### src/rtl/uart_pkg.sv
// Shared UART definitions: receiver state encoding, line levels and bit-timing helpers.
// Imported by the receiver and its synchroniser; the line-level constants match the transmitter.
package uart_pkg;

    typedef enum logic [2:0] {
        ST_IDLE,
        ST_START,
        ST_DATA,
        ST_STOP,
        ST_WAIT_HIGH
    } uart_rx_state_t;

    localparam logic UART_IDLE_LEVEL  = 1'b1;
    localparam logic UART_START_LEVEL = 1'b0;

    // Offset from a bit edge to its centre, in clk cycles.
    function automatic int half_bit(input int divisor);
        return divisor / 2;
    endfunction

    function automatic logic maj3(input logic a, input logic b, input logic c);
        return (a & b) | (a & c) | (b & c);
    endfunction

endpackage

### src/rtl/uart_sync2.sv
// Two-flop synchroniser for the asynchronous serial line; resets to the idle (high) level
// so a reset never looks like a start bit.
module uart_sync2
    import uart_pkg::*;
(
    input  logic clk,
    input  logic i_reset,
    input  logic i_d,
    output logic o_q
);

    logic meta_q, meta_d;
    logic sync_q, sync_d;

    always_comb begin
        meta_d = i_d;
        sync_d = meta_q;
    end

    always_ff @(posedge clk) begin
        if (i_reset) begin
            meta_q <= UART_IDLE_LEVEL;
            sync_q <= UART_IDLE_LEVEL;
        end else begin
            meta_q <= meta_d;
            sync_q <= sync_d;
        end
    end

    assign o_q = sync_q;

endmodule

### src/rtl/uart_rx.sv
// UART receiver: 1 start, WIDTH data bits LSB first (WIDTH >= 2), 1 stop; oversampled on clk.
// Define UART_RX_MAJORITY_EN to take a 3-sample majority vote around each bit centre.
module uart_rx
    import uart_pkg::*;
#(
    parameter int WIDTH   = 8,
    parameter int DIVISOR = 100
) (
    input  logic             clk,
    input  logic             i_reset,
    input  logic             i_rx,
    output logic [WIDTH-1:0] o_data,
    output logic             o_dv,
    output logic             o_frame_err,
    output logic             o_busy
);

    localparam int CNT_W    = $clog2(DIVISOR);
    localparam int IDX_W    = (WIDTH > 1) ? $clog2(WIDTH) : 1;
    localparam int HALF_BIT = half_bit(DIVISOR);

    localparam logic [CNT_W-1:0] CNT_LAST = CNT_W'(DIVISOR - 1);
    localparam logic [IDX_W-1:0] IDX_LAST = IDX_W'(WIDTH - 1);
`ifdef UART_RX_MAJORITY_EN
    // The vote needs the sample after the centre, so the start decision lands one cycle
    // later; every later bit is then counted from that shifted origin.
    localparam logic [CNT_W-1:0] CNT_START = CNT_W'(HALF_BIT);
`else
    localparam logic [CNT_W-1:0] CNT_START = CNT_W'(HALF_BIT - 1);
`endif

    logic rx_s;
    logic sample;

    uart_rx_state_t   state_q, state_d;
    logic [CNT_W-1:0] cnt_q, cnt_d;
    logic [IDX_W-1:0] idx_q, idx_d;
    logic [WIDTH-1:0] shreg_q, shreg_d;
    logic [WIDTH-1:0] data_q, data_d;
    logic             dv_q, dv_d;
    logic             ferr_q, ferr_d;
    logic             busy_q, busy_d;

    uart_sync2 u_sync (
        .clk     (clk),
        .i_reset (i_reset),
        .i_d     (i_rx),
        .o_q     (rx_s)
    );

`ifdef UART_RX_MAJORITY_EN
    logic [1:0] hist_q, hist_d;

    always_comb begin
        hist_d = {hist_q[0], rx_s};
        sample = maj3(rx_s, hist_q[0], hist_q[1]);
    end

    always_ff @(posedge clk) begin
        if (i_reset) hist_q <= {2{UART_IDLE_LEVEL}};
        else         hist_q <= hist_d;
    end
`else
    assign sample = rx_s;
`endif

    always_comb begin
        state_d = state_q;
        cnt_d   = cnt_q + CNT_W'(1);
        idx_d   = idx_q;
        shreg_d = shreg_q;
        data_d  = data_q;
        dv_d    = 1'b0;
        ferr_d  = 1'b0;

        case (state_q)
            ST_IDLE: begin
                cnt_d = '0;
                idx_d = '0;
                if (rx_s == UART_START_LEVEL) state_d = ST_START;
            end
            ST_START: begin
                if (cnt_q == CNT_START) begin
                    cnt_d   = '0;
                    state_d = (sample == UART_START_LEVEL) ? ST_DATA : ST_IDLE;
                end
            end
            ST_DATA: begin
                if (cnt_q == CNT_LAST) begin
                    cnt_d   = '0;
                    shreg_d = {sample, shreg_q[WIDTH-1:1]};
                    if (idx_q == IDX_LAST) begin
                        idx_d   = '0;
                        state_d = ST_STOP;
                    end else begin
                        idx_d = idx_q + IDX_W'(1);
                    end
                end
            end
            ST_STOP: begin
                if (cnt_q == CNT_LAST) begin
                    cnt_d = '0;
                    if (sample == UART_IDLE_LEVEL) begin
                        data_d  = shreg_q;
                        dv_d    = 1'b1;
                        state_d = ST_IDLE;
                    end else begin
                        ferr_d  = 1'b1;
                        state_d = ST_WAIT_HIGH;
                    end
                end
            end
            ST_WAIT_HIGH: begin
                // A held-low break must not retrigger; wait for the line to recover.
                cnt_d = '0;
                if (rx_s == UART_IDLE_LEVEL) state_d = ST_IDLE;
            end
            default: begin
                cnt_d   = '0;
                state_d = ST_IDLE;
            end
        endcase

        busy_d = (state_d == ST_START) || (state_d == ST_DATA) || (state_d == ST_STOP);
    end

    always_ff @(posedge clk) begin
        if (i_reset) begin
            state_q <= ST_IDLE;
            cnt_q   <= '0;
            idx_q   <= '0;
            shreg_q <= '0;
            data_q  <= '0;
            dv_q    <= 1'b0;
            ferr_q  <= 1'b0;
            busy_q  <= 1'b0;
        end else begin
            state_q <= state_d;
            cnt_q   <= cnt_d;
            idx_q   <= idx_d;
            shreg_q <= shreg_d;
            data_q  <= data_d;
            dv_q    <= dv_d;
            ferr_q  <= ferr_d;
            busy_q  <= busy_d;
        end
    end

    assign o_data      = data_q;
    assign o_dv        = dv_q;
    assign o_frame_err = ferr_q;
    assign o_busy      = busy_q;

endmodule

### config.mk
export PLATFORM = sky130hd
export DESIGN_NAME = uart_rx
export DESIGN_NICKNAME = d
export VERILOG_FILES = /design/src/rtl/uart_pkg.sv /design/src/rtl/uart_sync2.sv /design/src/rtl/uart_rx.sv
export SDC_FILE = /design/constraint.sdc
export NUM_CORES = 1
export LEC_CHECK = 0
export ABC_AREA = 1
export BUFFER_PORTS_ARGS = -buffer_cell sky130_fd_sc_hd__buf_2
export CAP_MARGIN = 5
export CORE_MARGIN = 5
export CORE_UTILIZATION = 60
export CTS_CLUSTER_DIAMETER = 120
export DETAILED_ROUTE_END_ITERATION = 7
export MAX_ROUTING_LAYER = met4
export PLACE_DENSITY = 0.81
export SETUP_SLACK_MARGIN = 0.1
export SLEW_MARGIN = 20
export SYNTH_ARGS = -nofsm -noshare
export SYNTH_HDL_FRONTEND = slang
export SYNTH_HIERARCHICAL = 1
export SYNTH_SLANG_ARGS = --single-unit
### constraint.sdc
create_clock -name clk -period 3.1 [get_ports clk]
set_input_delay 0.62 -clock clk [delete_from_list [all_inputs] [get_ports clk]]
set_output_delay 0.62 -clock clk [all_outputs]
set_load 0.05 [all_outputs]
After elaboration in Yosys (flattened, before gate mapping)
Index checks and enable logic that the tools add are counted.
{ "word_totals": {"out_inout_bits": 11, "regBits": 34} }
{ "op_classes": {"eq_ne": 11, "muxes": 17, "bitwise": 2, "add_sub_neg": 2, "reduce_logical": 9} }
{ "ops": {"columns": ["op", "n"], "rows": [
  ["2-to-1 mux 3 bit", 9],
  ["case mux 3 bit (5 select lines)", 1],
  ["2-to-1 mux 7 bit", 2],
  ["case mux 7 bit (2 select lines)", 1],
  ["== test 3 x 2 -> 1 bit, second input constant", 4],
  ["adder 7 x 1 -> 7 bit, second input constant", 1],
  ["== test 7 x 6 -> 1 bit, second input constant", 1],
  ["== test 7 bit, second input constant", 1],
  ["== test 3 x 1 -> 1 bit, second input constant", 2],
  ["== test 3 bit, second input constant", 2],
  ["case mux 3 bit (2 select lines)", 1],
  ["AND reduction 2 bit", 2],
  ["adder 3 x 1 -> 3 bit, second input constant", 1],
  ["zero test 3 bit", 1],
  ["AND reduction 3 bit", 1],
  ["OR reduction 3 bit", 1],
  ["logical OR 1 bit", 2],
  ["2-to-1 mux 1 bit", 2],
  ["2-to-1 mux 2 bit", 1],
  ["inequality test 2 bit, second input constant", 1],
  ["inverter 1 bit", 2],
  ["nonzero test 2 bit", 1],
  ["OR reduction 2 bit", 1]
]} }

Longest topological paths before layout
Gate-level depths: netlist of the first run.
{ "logic_depth": {"depth_word": 7, "mapped_depth": 8, "ltp_nobuf": 8} }

Hierarchy
Netlist of the first run, hierarchy kept.
{ "by_module_without_submodules": {"columns": ["mod", "seq_area_each_um2", "area_each_um2", "cells_per_inst", "instances"], "rows": [
  ["uart_rx", 640.6, 1331.3, 171, 1],
  ["uart_sync2", 40.0, 58.8, 7, 1]
]} }

Worst setup path after synthesis of the first run
Ideal clock, no wire load.
{ "synth_path": {"path_type": "reg2reg", "startpoint": "register cnt_q[0]", "endpoint": "register data_q[0] (netlist: o_data[0])", "path_stages_with_launch": 9, "n_path_buf": 0, "path_slack_ps": 1758, "required_time_ps": 2968, "arrival_time_ps": 1210, "setup_ps": 132, "period_less_slack_ps": 1342, "path_cell_list": "dfxtp_1 > ha_1 > nand2_1 > inv_1 > nand3_2 > nor2_4 > nand2_4 > nand2_1 > a21oi_1"} }
{ "synth_via": {"elab_chain_cells": 2} }
{ "synth_lines": {"columns": ["element", "line", "source"], "rows": [
  ["from (decl)", "uart_rx.sv:36", "logic [CNT_W-1:0] cnt_q, cnt_d;"],
  ["from (signal assigned)", "uart_rx.sv:139", "cnt_q <= cnt_d;"],
  ["== test 7 bit", "uart_rx.sv:101", "if (cnt_q == CNT_LAST) begin"],
  ["AND reduction 3 bit (no source line)", null, null],
  ["to (signal assigned)", "uart_rx.sv:142", "data_q <= data_d;"],
  ["to (decl)", "uart_rx.sv:39", "logic [WIDTH-1:0] data_q, data_d;"]
]} }
Every way passes these cells.
A chain may end at the register's enable or synchronous reset.

Worst setup path in the final report of the first run
{ "layout_path": {"startpoint": "register data_q[7] (netlist: o_data[7])", "endpoint": "output port o_data[7]"} }
{ "layout_lines": {"columns": ["element", "line", "source"], "rows": [
  ["to (decl)", "uart_rx.sv:12", "output logic [WIDTH-1:0] o_data,"]
]} }
No word-level cell between the ends.

==> impl_metrics.json, run 1 <==
{
  "cap_violations": 0,
  "grt_pass1_vias": 1072,
  "synthCells": 178,
  "synth-compound-area-share_pct": 9.18,
  "cts-resized-gates": 0,
  "synth_edf_count": 0,
  "dp_hpwl_um": 2020,
  "grt_usage_pct": 17.8,
  "ys_ff_latch": 34,
  "cts_setup_buffers": 0,
  "synth_cell_types": 25,
  "crit_family": "flip-flops",
  "hold_viol_final": 0,
  "slowest_stage": "dfxtp_1",
  "synth_mux_area_share_pct": 0,
  "path_class": "flop to output pin",
  "rsz0062_at_grt": "false",
  "ys.warnings.count": 6,
  "die_y_um": 58.1,
  "synth_nets": 185,
  "drv_slew": 0,
  "totalWireLength_um": 2650,
  "yosys.area_share.xor_xnor_pct": 3.15,
  "io_pins": 14,
  "rows": 17,
  "antenna_found_initial": 0,
  "seqCellArea_um2": 681,
  "setup_viol": 0,
  "routed-via-count": 1140,
  "power_switching_w": 0.000156,
  "pwr-share-clk_pct": 31.5,
  "cts.sinks": 34,
  "wl_met1_um": 1260,
  "wl_per_cell_um": 11.9,
  "synth-simple-area-share_pct": 29.1,
  "grt.overflow.total": 0,
  "route.met2.wl_um": 1240,
  "fin_crit_ps": 1560,
  "p_leak_nw": 0.638,
  "worst_setup_path_start_kind": "flop",
  "synth_area_leaders": "dfxtp_1, nor2_1, nand2_1",
  "skew_ps": 9.82,
  "finalSetupTns_ps": 0,
  "power.density_nw_per_um2": 453,
  "required_ps": 2480,
  "final_cell_mix": "nor2_1, dfxtp_1, nand2_1",
  "slowest_delay_ps": 350,
  "synth_top_area_cell": "dfxtp_1",
  "clk_pin_slew_ps": 100,
  "swShare_pct": 22.8,
  "die_width_um": 58.1,
  "vias_per_cell": 5.14,
  "slew_headroom_pct": 65.0,
  "synth-adder-area-share_pct": 3.60,
  "grt_pass1_wl_um": 4530,
  "clk_path_buf_depth": 2,
  "netlist_area_um2": 1390,
  "p_total_w": 0.000685,
  "wl_met3_um": 122,
  "num-fill-cells": 206,
  "critPathMaxFanout": 2,
  "cts_buffers": 5,
  "syn_area_per_cell_um2": 7.81,
  "coreArea_um2": 2210,
  "critical_path_buf_inv_count": 1,
  "synth_top_family_by_area": "simple AND/OR/NAND/NOR gates",
  "final_common_cell": "nor2_1",
  "diodes": 0,
  "gp_congestion": 0.842,
  "arrival_ps": 940,
  "port_buffers": 13,
  "route.detailed.drc": 0,
  "h-tree-depth": 2,
  "hp-class": "flop to flop",
  "grt_max_degree": 15,
  "cts_tree": "built",
  "ys.flop_type": "dfxtp_1",
  "area_growth_pct": 8.91,
  "combPwrFrac_pct": 3.6,
  "die-area_um2": 3380,
  "max_freq_mhz": 641,
  "synth_top_area_share_pct": 49.0,
  "yosysSeqAreaShare_pct": 49.0,
  "drive_gt1_share_pct": 16.5,
  "status": "complete, no violations",
  "end_kind": "output pin",
  "post-route-period-util_pct": 50.3,
  "routed.top_layer": "met4",
  "clock_latency_ps": 320,
  "clock-root-buffer": "clkbuf_4",
  "pwr-share-seq_pct": 64.9,
  "drt_iter0_drc": 30,
  "timing.reg2reg.setup_slack_ps": 1570,
  "multiInputGateArea_um2": 626,
  "path_cells": "buf_2",
  "worstMarginPinSlew_ps": 524,
  "synthArstFlopShare_pct": 0,
  "ctsHoldBuffers": 0,
  "start_util_pct": 62.8,
  "internal-power_w": 0.000529,
  "worst_ir_drop_vdd_mv": 0.386,
  "dr.pass1.iters": 4,
  "layout.nets": 201,
  "ant_nets": 0
}
-- kinds of logic after synthesis --
logic type | after synthesis
buf+inv | 20
compound gates | 24
flops | 34
simple gates | 91
xor+xnor | 5
fa+ha+maj | 4
-- area by class of cell --
| type | count | area share (%) |
|---|---|---|
| clock buffers | 5 | 2.48 |
| clock inverters | 2 | 0.661 |
| inverters | 16 | 3.97 |
| multi-input cells | 124 | 41.3 |
| flip-flops and latches | 34 | 45.0 |
| well taps | 28 | 2.31 |
| repair buffers | 13 | 4.30 |
-- registers in the layout, summed over array words and instances, names as in the netlist --
name,flops
state_q,3
cnt_q,7
o_data,8
o_frame_err,1
shreg_q,8
o_dv,1
u_sync/o_q,1
idx_q,3
o_busy,1
u_sync/meta_q,1
-- final timing paths --
kind	start	to	depth (start not counted)
worst max-delay path	o_data[7]	o_data[7]	1
worst min-delay path	u_sync/meta_q	u_sync/o_q	2
worst max register to register	cnt_q[0]	o_data[6]	8
worst min register to register	u_sync/meta_q	u_sync/o_q	2
-- synth_stat cells (2+ instances only) --
master / number
a22oi_1: 2
nand2_2: 2
nor2_2: 4
xor2_1: 4
o21ai_1: 2
a21oi_1: 9
clkbuf_1: 2
nand3_1: 15
nor2_1: 39
ha_1: 4
dfxtp_1: 34
o21ai_0: 10
nand2_1: 25
inv_1: 13
inv_2: 3
-- power groups by stage --
stage | Combinational (W) | Clock, W | Sequential [W]
after floorplan | 0.0000173 | 0 | 0.000455
after global placement | 0.0000233 | 0 | 0.000454
after detailed placement | 0.0000246 | 0 | 0.000455
after CTS | 0.0000247 | 0.000223 | 0.000444
after global routing | 0.0000279 | 0.000246 | 0.000445
final | 0.0000247 | 0.000216 | 0.000444
-- through the flow --
stage	hold WS, ps	setup WS, ps	instances	area (um^2)	utilization (%)
6_report	438	1540	222	1510	68.4
5_1_grt	481	1400	222	1510	68.4
4_1_cts	453	1530	222	1510	68.4
3_5_place_dp	429	1600	215	1470	66.3
3_3_place_gp	398	1680	215	1470	66.3
2_1_floorplan	387	1760	178	1390	-
-- per-layer routing --
layer,vias up,track usage (%)
met5,-,-
met2,24,28.7
met1,516,21.2
li1,596,-
met3,4,4.45
met4,0,7.28
(Power assumes the default switching activity.)
==> inputs of run 2 (changes only) <==
--- a/config.mk
+++ b/config.mk
@@ -8,12 +8,13 @@
 export ABC_AREA = 1
 export BUFFER_PORTS_ARGS = -buffer_cell sky130_fd_sc_hd__buf_2
 export CAP_MARGIN = 5
+export CORE_ASPECT_RATIO = 2
 export CORE_MARGIN = 5
-export CORE_UTILIZATION = 60
+export CORE_UTILIZATION = 51
 export CTS_CLUSTER_DIAMETER = 120
 export DETAILED_ROUTE_END_ITERATION = 7
 export MAX_ROUTING_LAYER = met4
-export PLACE_DENSITY = 0.81
+export PLACE_DENSITY = 0.73
 export SETUP_SLACK_MARGIN = 0.1
 export SLEW_MARGIN = 20
 export SYNTH_ARGS = -nofsm -noshare
==> constraint.sdc (replaced) <==
create_clock -name clk -period 1.3 [get_ports clk]
set_input_delay 0.26 -clock clk [delete_from_list [all_inputs] [get_ports clk]]
set_output_delay 0.26 -clock clk [all_outputs]
set_load 0.05 [all_outputs]
==> run 2 against run 1 <==
Net effect:
- cell count increased by 6.8%
- global-route usage rose by 0.57 points
- sequential power up 140%
- wire length is 20% higher
- critical path depth up 5
- utilization down 0.99 points
- clock-buffer cell count grew 2
- critical path type is now flop to flop
- largest power group unchanged
==> impl_metrics.json, run 2 (same netlist as run 1, synthesis figures left out) <==
{
  "status": "complete, no violations",
  "dp_hpwl_um": 2300,
  "die_width_um": 46.9,
  "routed-via-count": 1245,
  "grt.overflow.total": 0,
  "worst_ir_drop_vdd_mv": 0.964,
  "drive_gt1_share_pct": 28.7,
  "skew_ps": 5.45,
  "fin_crit_ps": 1290,
  "layout.nets": 215,
  "totalWireLength_um": 3180,
  "grt_usage_pct": 18.4,
  "wl_met3_um": 73,
  "h-tree-depth": 2,
  "p_leak_nw": 0.739,
  "slew_headroom_pct": 74.1,
  "drt_iter0_drc": 39,
  "final_common_cell": "nor2_1",
  "worstMarginPinSlew_ps": 389,
  "diodes": 0,
  "dr.pass1.iters": 4,
  "vias_per_cell": 5.25,
  "area_growth_pct": 26.3,
  "routed.top_layer": "met4",
  "route.met2.wl_um": 1900,
  "port_buffers": 13,
  "grt_pass1_wl_um": 5130,
  "cts.sinks": 34,
  "max_freq_mhz": 774,
  "final_cell_mix": "nor2_1, dfxtp_1, nand2_1",
  "antenna_found_initial": 0,
  "worst_setup_path_start_kind": "flop",
  "ctsHoldBuffers": 0,
  "die-area_um2": 3930,
  "wl_per_cell_um": 13.4,
  "post-route-period-util_pct": 99.4,
  "cts_tree": "built",
  "final_core_util_pct": 67.5,
  "critPathMaxFanout": 6,
  "seqCellArea_um2": 689,
  "path_class": "flop to flop",
  "io_pins": 14,
  "hold_viol_final": 0,
  "finalSetupTns_ps": 0,
  "ant_nets": 0,
  "required_ps": 1470,
  "end_kind": "flop",
  "hp-class": "input port to flop",
  "fin_hold_ws_ps": 142,
  "clk_pin_slew_ps": 70,
  "rows": 26,
  "place_inst": 222,
  "clock_latency_ps": 280,
  "p_total_w": 0.00192,
  "coreArea_um2": 2600,
  "power.density_nw_per_um2": 1090,
  "slowest_stage": "dfxtp_4",
  "route.detailed.drc": 0,
  "final_cells": 237,
  "gp_congestion": 0.775,
  "multiInputGateArea_um2": 719,
  "drv_slew": 0,
  "clock-root-buffer": "clkbuf_8",
  "path_cells": "ha_4, nand2_1, nor2_4, nand2_2, a22oi_1, nor2_1",
  "clk_path_buf_depth": 2,
  "die_y_um": 83.8,
  "num-fill-cells": 235,
  "rsz0062_at_grt": "true",
  "grt_pass1_vias": 1235,
  "setup_viol": 0,
  "wl_met1_um": 1110,
  "slowest_delay_ps": 380,
  "grt_max_degree": 15,
  "cts_buffers": 5,
  "start_util_pct": 53.4,
  "arrival_ps": 1470,
  "cap_violations": 0
}
## run 2: power by group
group	internal (W)	total [W]	switching (W)
registers	0.00105	0.00105	0.00000605
logic	0.0000249	0.0000739	0.0000490
clock network	0.000427	0.000792	0.000365
## run 2: layer usage
layer,GRT usage (%),vias to the layer above
met1,16.4,590
met2,33.5,15
li1,-,632
met5,-,-
met3,3.89,8
met4,8.56,0
## run 2: cell type report
cell class	instances	share of cell area, %
Clock buffer	7	4.92
Clock inverter	1	0.285
Inverter	16	3.71
Multi-Input combinational cell	126	41.0
Sequential cell	34	39.3
Tap cell	28	2.00
Timing Repair Buffer	25	8.84
## run 2: stage by stage
stage | setup slack, ps | cell area (um^2)
after global routing | -59.0 | 1760
final | 8.07 | 1760
after floorplan | 28.6 | 1410
after CTS | 30.3 | 1720
after detailed placement | -67.0 | 1530
after global placement | 1.22 | 1530
## run 2: final timing paths
kind | startpoint | endpoint | slack (ps) | cells after the start
worst max-delay path | cnt_q[0] | idx_q[1] | 8 | 6
worst min-delay path | i_rx | u_sync/meta_q | 140 | 3
worst min register to register | u_sync/meta_q | u_sync/o_q | 420 | 2
worst max register to register | cnt_q[0] | idx_q[1] | 8 | 6
## run 2: repair_timing
action,CTS,global route
endpoints found under the setup margin,30,31
cloned,1,1
resized for setup,19,10
buffers inserted,4,1
pin swaps,6,2
## run 2: worst max-delay path: cells and delay by family (launching register included)
kind / cells / cell delay [ps]
adders and majority gates: 1 / 140
and+or+nand+nor: 4 / 490
AOI/OAI and AO/OA: 1 / 160
DFF: 1 / 380
==> inputs of run 3 (changes only) <==
--- a/config.mk
+++ b/config.mk
@@ -8,13 +8,12 @@
 export ABC_AREA = 1
 export BUFFER_PORTS_ARGS = -buffer_cell sky130_fd_sc_hd__buf_2
 export CAP_MARGIN = 5
-export CORE_ASPECT_RATIO = 2
 export CORE_MARGIN = 5
-export CORE_UTILIZATION = 51
+export CORE_UTILIZATION = 60
 export CTS_CLUSTER_DIAMETER = 120
 export DETAILED_ROUTE_END_ITERATION = 7
 export MAX_ROUTING_LAYER = met4
-export PLACE_DENSITY = 0.73
+export PLACE_DENSITY = 0.81
 export SETUP_SLACK_MARGIN = 0.1
 export SLEW_MARGIN = 20
 export SYNTH_ARGS = -nofsm -noshare
==> constraint.sdc (replaced) <==
create_clock -name clk -period 1.55 [get_ports clk]
set_input_delay 0.31 -clock clk [delete_from_list [all_inputs] [get_ports clk]]
set_output_delay 0.31 -clock clk [all_outputs]
set_load 0.05 [all_outputs]
==> run 3 against run 2 <==
Net effect:
- non-clock buffer count is 11 lower
- highest routed layer unchanged
- clock-buffer cell count is 1 lower
- sequential power shrank 16%
- clock skew up 9.3 ps
- setup slack gained 220 ps
- utilization rose by 4.6 points
- hold slack better by 22 ps
- via count down 7.7%
==> impl_metrics.json, run 3 (same netlist as run 1, synthesis figures left out) <==
{
  "rsz0062_at_grt": "true",
  "h-tree-depth": 2,
  "worst_ir_drop_vdd_mv": 0.840,
  "diodes": 0,
  "cts_buffers": 5,
  "skew_ps": 14.8,
  "io_pins": 14,
  "timing.reg2reg.setup_slack_ps": 220,
  "rows": 17,
  "area_growth_pct": 14.7,
  "hp-class": "input port to flop",
  "start_util_pct": 62.8,
  "port_buffers": 13,
  "fin_crit_ps": 1330,
  "critPathMostFrequentCell": "nand2_1",
  "grt_max_degree": 15,
  "layout.nets": 203,
  "grt_pass1_vias": 1050,
  "gp_congestion": 0.884,
  "post-route-period-util_pct": 85.6,
  "min_to": "u_sync/meta_q",
  "grt.overflow.total": 0,
  "final_cell_mix": "nor2_1, dfxtp_1, nand2_1",
  "required_ps": 1780,
  "grt_usage_pct": 17.8,
  "setup_viol": 0,
  "rr_startpoint": "cnt_q[0]",
  "vias_per_cell": 5.11,
  "end_kind": "flop",
  "route.detailed.drc": 0,
  "reg2regPathDepth": 8,
  "drt_iter0_drc": 50,
  "hold_viol_final": 0,
  "routed-via-count": 1149,
  "path_class": "flop to flop",
  "multiInputGateArea_um2": 679,
  "ant_nets": 0,
  "slew_headroom_pct": 79.3,
  "totalWireLength_um": 2660,
  "clk_path_buf_depth": 2,
  "wl_per_cell_um": 11.8,
  "fin_hold_ws_ps": 165,
  "die_y_um": 58.1,
  "power.density_nw_per_um2": 906,
  "slowest_stage": "dfxtp_2",
  "num-fill-cells": 187,
  "status": "complete, no violations",
  "clock_latency_ps": 340,
  "ctsHoldBuffers": 0,
  "arrival_ps": 1560,
  "r2r-end": "o_data[0]",
  "critPathMaxFanout": 9,
  "seqCellArea_um2": 683,
  "drive_gt1_share_pct": 19.8,
  "grt_pass1_wl_um": 4510,
  "die_width_um": 58.1,
  "worstMarginPinSlew_ps": 310,
  "drv_slew": 0,
  "holdCritStartpoint": "i_rx",
  "final_common_cell": "nor2_1",
  "dr.pass1.iters": 4,
  "path_cells": "ha_4, nand2_1, inv_1, nand3_4, nor2_4, nand2_4, nand2_1, a21oi_1",
  "worst_setup_path_start_kind": "flop",
  "max_freq_mhz": 754,
  "coreArea_um2": 2210,
  "cap_violations": 0,
  "clk_pin_slew_ps": 110,
  "cts_tree": "built",
  "finalSetupTns_ps": 0,
  "hold_depth": 3,
  "p_leak_nw": 0.664,
  "dp_hpwl_um": 1840,
  "clock-root-buffer": "clkbuf_4",
  "die-area_um2": 3380,
  "cts.sinks": 34,
  "cts_setup_buffers": 0,
  "antenna_found_initial": 0,
  "slowest_delay_ps": 390
}
-- run 3: where the power goes --
| part | switching (W) | total [W] | internal, W |
|---|---|---|---|
| logic | 0.0000368 | 0.0000530 | 0.0000163 |
| registers | 0.00000514 | 0.000886 | 0.000881 |
| clock network | 0.000288 | 0.000506 | 0.000218 |
| total | 0.000330 | 0.00144 | 0.00111 |
-- run 3: how the worst max path moves through the flow --
| stage | start | endpoint | cells past startpoint |
|---|---|---|---|
| 2_1_floorplan | cnt_q[0] | o_data[0] | 8 |
| 5_1_grt | cnt_q[0] | o_data[5] | 8 |
| 3_5_place_dp | cnt_q[0] | o_data[6] | 8 |
| 3_3_place_gp | cnt_q[0] | o_data[4] | 8 |
| 4_1_cts | cnt_q[0] | o_data[6] | 8 |
| 6_report | cnt_q[0] | o_data[0] | 8 |
-- run 3: critical path, delay by kind of cell, from the launching register on --
family / cells / cell delay [ps]
fa+ha+maj: 1 / 170
flops: 1 / 390
compound gates: 1 / 60
buf+inv: 1 / 80
simple gates: 5 / 540
-- run 3: through the flow --
stage	std cells	setup slack, ps	area [um^2]	power [W]	util [%]
after floorplan	178	208	1390	0.000945	-
after global placement	216	145	1470	0.000955	66.6
after detailed placement	216	65.0	1470	0.000958	66.6
after CTS	225	98.0	1550	0.00146	70.1
after global routing	225	88.0	1590	0.00151	72.1
final	225	224	1590	0.00144	72.1
-- run 3: metal layers --
metal	share of wire, %	vias to the layer above	GRT usage, %
li1	-	604	-
met1	45	509	20.6
met2	47	29	28.4
met3	5.6	7	4.23
met4	1.9	0	9.27
met5	0	-	-
-- run 3: what timing repair did --
action                                  4_1_cts  5_1_grt
pin swaps                                     1        1
gates resized for setup                       2        9
gates cloned                                  1        0
endpoints found under the setup margin       10       30
-- run 3: final cells by class --
class / instances / share of cell area (%)
clock buffer: 6 / 3.22
clock inverter: 2 / 0.785
inverter: 16 / 3.77
multi-input combinational: 125 / 42.6
sequential: 34 / 42.9
tap: 28 / 2.20
timing repair buffer: 14 / 4.55
